`src/rtl/morse_timer_if.sv`:
```
// Bundle of the morse_timer time-base, key and measurement signals.
// The bench or upstream logic takes the master side; morse_timer takes the slave side.
interface morse_timer_if;
   logic       tick;
   logic       key;
   logic [8:0] ref_in;
   logic [8:0] lst_count;
   logic       load;
   logic       dashdit;
   logic       sym_valid;
   logic [1:0] sym;

   modport master (
      output tick, key, ref_in,
      input  lst_count, load, dashdit, sym_valid, sym
   );

   modport slave (
      input  tick, key, ref_in,
      output lst_count, load, dashdit, sym_valid, sym
   );
endinterface

```
`src/rtl/morse_timer.sv`:
```
// Morse key timer: synchronizes and debounces the key, measures mark/space
// durations in ticks and classifies them into dot/dash/char-end/word-end symbols.
module morse_timer #(
   parameter int unsigned DEB_TICKS = 2
) (
   input  logic          clk,
   input  logic          rst_n,
   morse_timer_if.slave  bus
);

   localparam int unsigned DW = (DEB_TICKS < 2) ? 1 : $clog2(DEB_TICKS);

   typedef enum logic [1:0] {
      ST_IDLE,
      ST_MARK,
      ST_SPACE
   } state_t;

   logic [1:0]    sync_q, sync_d;
   logic          key_s;
   logic [DW-1:0] deb_cnt_q, deb_cnt_d;
   logic          key_db_q, key_db_d;

   state_t        state_q, state_d;
   logic [8:0]    count_q, count_d;
   logic [8:0]    lst_count_q, lst_count_d;
   logic          load_q, load_d;
   logic          dashdit_q, dashdit_d;
   logic          sym_valid_q, sym_valid_d;
   logic [1:0]    sym_q, sym_d;

   logic          is_long;
   logic          word_end;
   logic [8:0]    count_inc;

   assign key_s = sync_q[1];

   always_comb begin
      sync_d = {sync_q[0], bus.key};
   end

   // key_db flips on the DEB_TICKS-th consecutive disagreeing tick
   always_comb begin
      deb_cnt_d = deb_cnt_q;
      key_db_d  = key_db_q;
      if (bus.tick) begin
         if (key_s != key_db_q) begin
            if (deb_cnt_q == DW'(DEB_TICKS - 1)) begin
               key_db_d  = key_s;
               deb_cnt_d = '0;
            end else begin
               deb_cnt_d = deb_cnt_q + DW'(1);
            end
         end else begin
            deb_cnt_d = '0;
         end
      end
   end

   assign is_long   = count_q > bus.ref_in;
   assign word_end  = {1'b0, count_q} > {bus.ref_in, 1'b0};
   assign count_inc = (bus.tick && count_q != '1) ? count_q + 9'd1 : count_q;

   // Edge handling wins over a coincident tick, so the captured count never includes it
   always_comb begin
      state_d     = state_q;
      count_d     = count_q;
      lst_count_d = lst_count_q;
      dashdit_d   = dashdit_q;
      load_d      = 1'b0;
      sym_valid_d = 1'b0;
      sym_d       = sym_q;
      unique case (state_q)
         ST_IDLE: begin
            if (key_db_q) begin
               state_d = ST_MARK;
               count_d = '0;
            end
         end
         ST_MARK: begin
            if (!key_db_q) begin
               state_d     = ST_SPACE;
               count_d     = '0;
               load_d      = 1'b1;
               lst_count_d = count_q;
               dashdit_d   = is_long;
               sym_valid_d = 1'b1;
               sym_d       = {1'b0, is_long};
            end else begin
               count_d = count_inc;
            end
         end
         ST_SPACE: begin
            // word end outranks a simultaneous press; that press is taken from IDLE next cycle
            if (word_end) begin
               state_d     = ST_IDLE;
               count_d     = '0;
               sym_valid_d = 1'b1;
               sym_d       = 2'b11;
            end else if (key_db_q) begin
               state_d     = ST_MARK;
               count_d     = '0;
               load_d      = 1'b1;
               lst_count_d = count_q;
               dashdit_d   = is_long;
               if (is_long) begin
                  sym_valid_d = 1'b1;
                  sym_d       = 2'b10;
               end
            end else begin
               count_d = count_inc;
            end
         end
         default: begin
            state_d = ST_IDLE;
            count_d = '0;
         end
      endcase
   end

   always_ff @(posedge clk or negedge rst_n) begin
      if (!rst_n) begin
         sync_q      <= '0;
         deb_cnt_q   <= '0;
         key_db_q    <= 1'b0;
         state_q     <= ST_IDLE;
         count_q     <= '0;
         lst_count_q <= '0;
         load_q      <= 1'b0;
         dashdit_q   <= 1'b0;
         sym_valid_q <= 1'b0;
         sym_q       <= '0;
      end else begin
         sync_q      <= sync_d;
         deb_cnt_q   <= deb_cnt_d;
         key_db_q    <= key_db_d;
         state_q     <= state_d;
         count_q     <= count_d;
         lst_count_q <= lst_count_d;
         load_q      <= load_d;
         dashdit_q   <= dashdit_d;
         sym_valid_q <= sym_valid_d;
         sym_q       <= sym_d;
      end
   end

   assign bus.lst_count = lst_count_q;
   assign bus.load      = load_q;
   assign bus.dashdit   = dashdit_q;
   assign bus.sym_valid = sym_valid_q;
   assign bus.sym       = sym_q;

endmodule

```
`src/flat_wrapper.sv`:
```
// flat-port wrapper written by rule: the top's interface ports become plain ports
module morse_timer_flat 
#(
   parameter int unsigned DEB_TICKS = 2
)
  (clk, rst_n, bus_tick, bus_key, bus_ref_in, bus_lst_count, bus_load, bus_dashdit, bus_sym_valid, bus_sym);
  morse_timer_if bus_i ();
  input  logic clk;
  input  logic rst_n;
  input wire logic [$bits(bus_i.tick)-1:0] bus_tick;
  input wire logic [$bits(bus_i.key)-1:0] bus_key;
  input wire logic [$bits(bus_i.ref_in)-1:0] bus_ref_in;
  output wire logic [$bits(bus_i.lst_count)-1:0] bus_lst_count;
  output wire logic [$bits(bus_i.load)-1:0] bus_load;
  output wire logic [$bits(bus_i.dashdit)-1:0] bus_dashdit;
  output wire logic [$bits(bus_i.sym_valid)-1:0] bus_sym_valid;
  output wire logic [$bits(bus_i.sym)-1:0] bus_sym;
  assign bus_i.tick = bus_tick;
  assign bus_i.key = bus_key;
  assign bus_i.ref_in = bus_ref_in;
  assign bus_lst_count = bus_i.lst_count;
  assign bus_load = bus_i.load;
  assign bus_dashdit = bus_i.dashdit;
  assign bus_sym_valid = bus_i.sym_valid;
  assign bus_sym = bus_i.sym;
  morse_timer #(.DEB_TICKS(DEB_TICKS)) u_core (.clk(clk), .rst_n(rst_n), .bus(bus_i));
endmodule
```
`config.mk`:
```
export PLATFORM = sky130hd
export DESIGN_NAME = morse_timer_flat
export DESIGN_NICKNAME = d
export VERILOG_FILES = /design/src/rtl/morse_timer_if.sv /design/src/rtl/morse_timer.sv /design/src/flat_wrapper.sv
export SDC_FILE = /design/constraint.sdc
export NUM_CORES = 1
export LEC_CHECK = 0
export ABC_AREA = 1
export CORE_AREA = 2 2 66 68
export CTS_BUF_LIST = sky130_fd_sc_hd__clkbuf_16
export DETAILED_ROUTE_END_ITERATION = 6
export DIE_AREA = 0 0 68 70
export PLACE_DENSITY = 0.72
export SYNTH_ARGS = -nofsm -noshare
export SYNTH_HDL_FRONTEND = slang
export SYNTH_SLANG_ARGS = --single-unit
```
`constraint.sdc`:
```
create_clock -name clk -period 3.8 [get_ports clk]
set_input_delay 0.76 -clock clk [delete_from_list [all_inputs] [get_ports clk]]
set_output_delay 0.76 -clock clk [all_outputs]
set_load 0.02 [all_outputs]
```
* Yosys cells after proc, flatten, opt, wreduce, memory -nomap -nowiden
Index checks and enable logic that the tools add are counted.
** Word-level totals
- Latch bits :: 0
- ROM bits :: 0
- RAM bits :: 0
- Register bits :: 29
- Logic and storage cells :: 63
- Memories kept :: 0
- Output and inout port bits :: 14
- Input bits :: 13
** Cells by class
- Div/mod/pow operators :: 0
- Shifts and indexed selects :: 0
- Order comparisons :: 2
- Eq/ne operators :: 10
- $mul :: 0
- Reduce and logical (&&, ||, !) cells :: 6
- Multiplexer cells :: 33
- Add/sub/neg operators :: 2
- Bitwise gates (word level) :: 0
** Operators by type and width (count)
- $mux W9 :: 8
- $pmux W9 S3 :: 1
- $pmux W9 S2 :: 1
- $mux W2 :: 7
- $mux W1 :: 11
- $gt A9 B10 Y1 :: 1
- $add A9 B1 Y9 const B :: 1
- $gt A9 B9 Y1 :: 1
- $ne A9 B9 Y1 const B :: 1
- $reduce_and A4 Y1 :: 2
- $ne A3 B1 Y1 const B :: 2
- $pmux W1 S2 :: 3
- $pmux W2 S3 :: 1
- $ne A2 B1 Y1 const B :: 2
- $ne A2 B2 Y1 const B :: 2
- $pmux W2 S2 :: 1
- $reduce_and A3 Y1 :: 1
- $eq A2 B1 Y1 const B :: 1
- $eq A2 B2 Y1 const B :: 1
- $logic_not A2 Y1 :: 1
- $reduce_bool A2 Y1 :: 1
- $add A1 B1 Y1 const B :: 1
- $logic_and A1 B1 Y1 :: 1
- $ne A1 B1 Y1 :: 1

* Logic depth before layout (Yosys ltp)
Gate-level depths: netlist (run 1).
- Depth in word-level cells :: 6
- Depth in mapped cells :: 13
- Gate-level depth less buffers :: 13

* Worst setup path after synthesis (run 1)
Ideal clock, no wire load.
- Kind :: input-to-reg
- From :: in bus_ref_in[6]
- To :: reg u_core.count_q[8]
- Data required time :: 3683 ps
- Buffers on the path :: 0
- Data arrival time :: 1867 ps
- Setup slack :: 1816 ps
- Library setup time :: 117 ps
- Stages :: 11
- Path through :: inv_1 ha_1 nand2_1 nor2_1 nand3_1 nand3_1 nand2_1 nand3_1 nand2_2 nand3_1 nand2_1
** Between the ends
- Word-level cells in the longest chain between the ends :: 3
** RTL lines
- start: declaration :: RTL line flat_wrapper.sv:12 : input wire logic [$bits(bus_i.ref_in)-1:0] bus_ref_in;
- $gt A9 B10 Y1 :: RTL line morse_timer.sv:61 : assign word_end = {1'b0, count_q} > {bus.ref_in, 1'b0};
- $mux W9 :: RTL line morse_timer.sv:95 : if (word_end) begin
- $pmux W9 S3 :: RTL line morse_timer.sv:73 : unique case (state_q)
- end signal: assignment :: RTL line morse_timer.sv:138 : count_q <= count_d;
- end: declaration :: RTL line morse_timer.sv:25 : logic [8:0] count_q, count_d;
Every way passes these cells.
A chain may end at the register's enable or synchronous reset.

* Final worst setup path (run 1)
- From :: in bus_ref_in[6]
- To :: reg u_core.dashdit_q, in the netlist u_core.bus.dashdit
** Between the ends
- Word-level cells in the longest chain between the ends :: 4
- Elaborated cells on any way between the ends :: 8
- Those cells by class :: order compare (2); eq/ne (1); mux (4); reduce/logical (1)
** RTL lines
- $gt A9 B9 Y1 :: RTL line morse_timer.sv:60 : assign is_long = count_q > bus.ref_in;
- $mux W1 :: RTL line morse_timer.sv:100 : end else if (key_db_q) begin
- $mux W1 :: RTL line morse_timer.sv:95
- $pmux W1 S2 :: RTL line morse_timer.sv:73
- end signal: assignment :: RTL line morse_timer.sv:141 : dashdit_q <= dashdit_d;
- end: declaration :: RTL line morse_timer.sv:28 : logic dashdit_q, dashdit_d;
Parallel ways exist; a longest one is shown, timed or not. The select of a mux whose other input is x is not followed.

==> results of run 1 <==
## cell usage in the layout, fill, tap and decap left out, types with 2 or more instances in the layout
cell type        count
nor2_1              10
xor2_1               6
ha_1                23
nand3_1             25
inv_1               37
clkdlybuf4s50_1     26
clkinv_1             2
clkbuf_16            5
inv_2                3
nor3_1               3
nand2_1             84
o21ai_0              4
nand2_2              2
o21ai_1             11
clkinv_2             2
nand4_1              3
a21oi_1              7
dfrtp_1             29
## kinds of logic after synthesis
family / share of synthesized area, %
compound gates: 6.00
xor+xnor: 2.68
fa+ha+maj: 14.7
buf+inv: 9.96
flops: 37.0
mux: 0.511
simple gates: 29.1
## layout make-up
cell class	count	area (sq um)
fill	403	1750
multi-input combinational	185	1040
sequential	29	726
timing repair buffer	27	268
inverter	42	160
clock buffer	5	125
tap	52	65.1
clock inverter	3	13.8
## registers in the layout (all words and copies together), names as in the netlist
signal,cells
u_core.bus.dashdit,1
u_core.bus.load,1
u_core.bus.lst_count,9
u_core.bus.sym,2
u_core.bus.sym_valid,1
u_core.count_q,9
u_core.deb_cnt_q,1
u_core.key_db_q,1
u_core.state_q,2
u_core.sync_q,2
## routing by layer
layer | routed length (um) | global-route usage (%)
met1 | 1870 | 26.2
met2 | 1770 | 27.8
met3 | 166 | 6.76
met4 | 87 | 8.22
met5 | 0 | 0
## power groups by stage
stage | sequential (mW) | clock (mW) | combinational (mW)
floorplan | 0.397 | 0 | 0.254
global placement | 0.390 | 0 | 0.358
detailed placement | 0.392 | 0 | 0.366
CTS | 0.387 | 0.373 | 0.367
global route | 0.393 | 0.386 | 0.418
finish | 0.387 | 0.362 | 0.367
## path summary, 6_finish.rpt
kind / end / slack, ps / cells past startpoint
worst max-delay path: u_core.bus.dashdit$_DFFE_PN0P_ / 1110 / 9
worst min-delay path: u_core.sync_q[1]$_DFF_PN0_ / 350 / 0
worst max register to register: u_core.bus.dashdit$_DFFE_PN0P_ / 1580 / 6
worst min register to register: u_core.sync_q[1]$_DFF_PN0_ / 350 / 0
max in group asynchronous: u_core.count_q[5]$_DFFE_PN0P_ / 2650 / 2
min in group asynchronous: u_core.bus.dashdit$_DFFE_PN0P_ / 870 / 2
## per-stage QoR
step | hold WS [ps] | total power [mW] | cell area, sq um | instances
after global routing | 361 | 1.20 | 2400 | 343
after CTS | 350 | 1.13 | 2400 | 343
after detailed placement | 339 | 0.757 | 2260 | 335
after global placement | 339 | 0.748 | 2260 | 335
after floorplan | 331 | 0.651 | 1960 | 262
final | 347 | 1.12 | 2400 | 343
## worst max-delay path: stages
cell             delay (ps)
clkdlybuf4s50_1         450
inv_1                    50
ha_1                    290
nand2_1                  60
nor2_1                  180
nand4_1                 160
nand3_1                 150
nand3_1                 460
o21ai_1                 310
==> flow_metrics.tcl, run 1 <==
set metrics [dict create \
    status "finished clean" \
    dp_hpwl_mm 2.98 \
    ant_nets 0 \
    fmax_mhz 371 \
    ctsHtreeMaxLevel 2 \
    maxSlewViolCount 0 \
    die_x_um 68 \
    critical_path_peak_fanout 20 \
    holdCritStartpoint "u_core.sync_q[0]$_DFF_PN0_" \
    wl_per_cell_um 11.3 \
    syn_avg_cell_area_sq_um 7.48 \
    io_pins 27 \
    insertion_delay_ps 270 \
    setup_ws_ps 1110 \
    timing.final.crit_period_ps 2690 \
    grt_pass1_vias 1592 \
    ys.flop_type "dfrtp_1" \
    setup.worst_path.end_class "flop" \
    synth.area.top_cells "dfrtp_1 37%, nand2_1 16%, ha_1 15%" \
    rows 24 \
    power.switching_mw 0.411 \
    worst_setup_path_start_kind "primary input" \
    p_clk_share_pct 32.5 \
    antenna_found_initial 0 \
    core-area_sq_um 4140 \
    synth_area_sq_um 1960 \
    synth_cell_types 26 \
    yosys_warnings 0 \
    syn_to_final_growth_pct 22.3 \
    synth.top_cells.by_count "84 x nand2_1, 36 x inv_1, 29 x dfrtp_1" \
    intPower_mw 0.706 \
    maxCapViolations 0 \
    pre_cts_slack_ps 827 \
    dr.first_iter.drc_count 113 \
    dr.pass1.iters 4 \
    power_leakage_nw 1.28 \
    synth_top_cell_area_share_pct 37.0 \
    grt_usage_pct 19.4 \
    worstMarginPinSlew_ps 712 \
    p_per_area_nw_per_um2 466 \
    portBuffers 26 \
    required_ps 3980 \
    synth-edff-count 0 \
    ctsResizeCount 0 \
    fin_tns_setup_ps 0 \
    place_congestion 0.828 \
    die-area_sq_um 4760 \
    maxSlewHeadroom_pct 52.4 \
    nets 326 \
    antenna_cells 0 \
    cts.sink_count 29 \
    synthArstFlopShare_pct 100 \
    yosysTopAreaCell "dfrtp_1" \
    hp-class "flop to flop" \
    clk_pin_slew_ps 50 \
    hold_viol_final 0 \
    cts-root-buf "clkbuf_16" \
    cts_setup_buffers 0 \
    skew_ps 4.56 \
    drc 0 \
    ctsHoldBuffers 0 \
    switching_share_pct 36.8 \
    tritoncts "yes" \
    grt-ovfl-total 0 \
    fin_crit_sh_pct 70.9 \
    startpoint "bus_ref_in[6]" \
    vias 1698 \
    critPathArrivalTime_ps 2870 \
    netlist_instances 262 \
    crit_type "primary input to flop" \
    grt_start_max_net_pins 30 \
    p_comb_share_pct 32.9 \
    r2r-start "u_core.state_q[0]$_DFFE_PN0P_" \
    layout-drive-gt1-share_pct 5.84 \
    fp.dieH_um 70 \
    vias_per_cell 4.95 \
    ys_seq_area_share_pct 37.0 \
    start_util_pct 47.3 \
    wl_mm 3.89 \
    cts_buffers 5 \
    ir_worst_vdd_mv 0.286 \
    power_frac_seq_pct 34.6 \
    rsz0062_at_grt "no" \
    clk_path_buf_depth 2 \
    yosys.cell_count.top_type "nand2_1" \
    fin_util_pct 57.8 \
    finalSetupViolCount 0 \
    syn-num-nets 298 \
    grt_pass1_wl_mm 6.93 \
    ys_ff_latch 29 \
]
(Power assumes the default switching activity.)
==> run 2: changes to the inputs <==
CORE_AREA = 2 2 67 69   (was 2 2 66 68)
DIE_AREA = 0 0 69 71   (was 0 0 68 70)
PLACE_DENSITY = 0.73   (was 0.72)
clock period = 2.4 ns   (was 3.8 ns; I/O delays follow)
==> run 2 against run 1 <==
Net effect: worst hold slack lost 3.7 ps; combinational power grew 74%; setup slack lost 920 ps; first-iteration DRC count shrank 28%; largest cell class unchanged; highest routed layer unchanged.
==> flow_metrics.tcl, run 2 (synthesized netlist as in run 1, its figures left out) <==
set metrics [dict create \
    grt_pass1_wl_mm 7.24 \
    cts_setup_buffers 0 \
    nets 334 \
    drc 0 \
    layout_common_cells "84 x nand2_1, 37 x inv_1, 29 x dfrtp_1" \
    cts-root-buf "clkbuf_16" \
    timing.final.crit_period_ps 2210 \
    crit_type "flop to flop" \
    power_leakage_nw 1.32 \
    grt-ovfl-total 0 \
    maxSlewViolCount 0 \
    maxCapViolations 0 \
    grt_usage_pct 18.7 \
    required_ps 2560 \
    grt_start_max_net_pins 30 \
    p_per_area_nw_per_um2 734 \
    final_common_cell "nand2_1" \
    cts_buffers 5 \
    insertion_delay_ps 270 \
    portBuffers 26 \
    start_util_pct 46.6 \
    ir_worst_vdd_mv 0.372 \
    fin_util_pct 58.6 \
    hold_viol_final 0 \
    startpoint "u_core.count_q[1]$_DFFE_PN0P_" \
    fmax_mhz 452 \
    fin_crit_sh_pct 92.2 \
    cts.sink_count 29 \
    layout-drive-gt1-share_pct 7.72 \
    dr.first_iter.drc_count 81 \
    critPathArrivalTime_ps 2380 \
    io_pins 27 \
    clk_path_buf_depth 2 \
    fp.dieH_um 71 \
    worstMarginPinSlew_ps 390 \
    clk_pin_slew_ps 50 \
    rsz0062_at_grt "no" \
    antenna_found_initial 0 \
    tritoncts "yes" \
    dr.pass1.iters 4 \
    finalSetupViolCount 0 \
    wl_per_cell_um 11.9 \
    fin_tns_setup_ps 0 \
    hp-class "flop to flop" \
    ctsHtreeMaxLevel 2 \
    ctsHoldBuffers 0 \
    antenna_cells 0 \
    status "finished clean" \
    syn_to_final_growth_pct 25.7 \
    skew_ps 2.93 \
    core-area_sq_um 4200 \
    r2r-start "u_core.count_q[1]$_DFFE_PN0P_" \
    worst_setup_path_start_kind "flop" \
    grt_pass1_vias 1610 \
    vias 1721 \
    dp_hpwl_mm 3.23 \
    die-area_sq_um 4900 \
    vias_per_cell 4.92 \
    reg2reg_depth 11 \
    maxSlewHeadroom_pct 73.9 \
    ant_nets 0 \
    die_x_um 69 \
    worstHoldPathCells 0 \
    critical_path_peak_fanout 5 \
    setup.worst_path.end_class "flop" \
    ctsResizeCount 0 \
    rows 24 \
    place_congestion 0.880 \
    holdCritStartpoint "u_core.sync_q[0]$_DFF_PN0_" \
    wl_mm 4.16 \
]
[run 2: cell types whose count changed in the layout (fill, tap and decap cells not counted), sizes merged]
cell / previous run / this run
buf: 1 / 9
clkinv: 4 / 3
[run 2: power by group]
| part | switching [mW] | leakage, nW | internal [mW] | total (mW) |
|---|---|---|---|---|
| clock network | 0.189 | 0.0685 | 0.367 | 0.556 |
| registers | 0.0608 | 0.392 | 0.553 | 0.614 |
| logic | 0.404 | 0.856 | 0.233 | 0.637 |
[run 2: path summary, 6_finish.rpt]
path,to,slack [ps]
hold / removal,u_core.sync_q[1]$_DFF_PN0_,340
setup reg to reg,u_core.count_q[5]$_DFFE_PN0P_,190
max in group asynchronous,u_core.deb_cnt_q$_DFFE_PN0P_,1530
min in group asynchronous,u_core.key_db_q$_DFFE_PN0P_,590
hold reg to reg,u_core.sync_q[1]$_DFF_PN0_,340
setup / recovery,u_core.count_q[5]$_DFFE_PN0P_,190
[run 2: final cells by class]
cell class	count	area, sq um
inverters	42	160
clock inverters	2	7.51
flip-flops and latches	29	726
clock buffers	5	125
repair buffers	35	340
fillers	403	1740
multi-input cells	185	1040
well taps	52	65.1
[run 2: per-stage QoR]
stage | instance area (sq um) | power, mW | setup slack [ps] | hold slack, ps | instances
floorplan | 1960 | 1.03 | 440 | 184 | 262
global placement | 2330 | 1.24 | -27.7 | 336 | 343
detailed placement | 2330 | 1.25 | -46.7 | 335 | 343
CTS | 2460 | 1.82 | 188 | 345 | 350
global route | 2460 | 1.94 | 20.2 | 357 | 350
finish | 2460 | 1.81 | 187 | 344 | 350
[run 2: routing by layer]
| metal | vias to the layer above | GRT usage, % | routed length [um] |
|---|---|---|---|
| li1 | 897 | - | - |
| met1 | 786 | 23.2 | 1950 |
| met2 | 32 | 32.2 | 2020 |
| met3 | 6 | 4.70 | 140 |
| met4 | 0 | 5.88 | 53 |
| met5 | - | 0 | 0 |
[run 2: critical path: stages (launching register included)]
cell	delay, ps
dfrtp_1	430
ha_1	240
nand4_1	150
nor3_1	70
ha_1	190
or2_1	340
nor3_4	200
nand2_1	90
xor2_1	160
clkinv_1	90
nand3_1	80
nand2_1	50
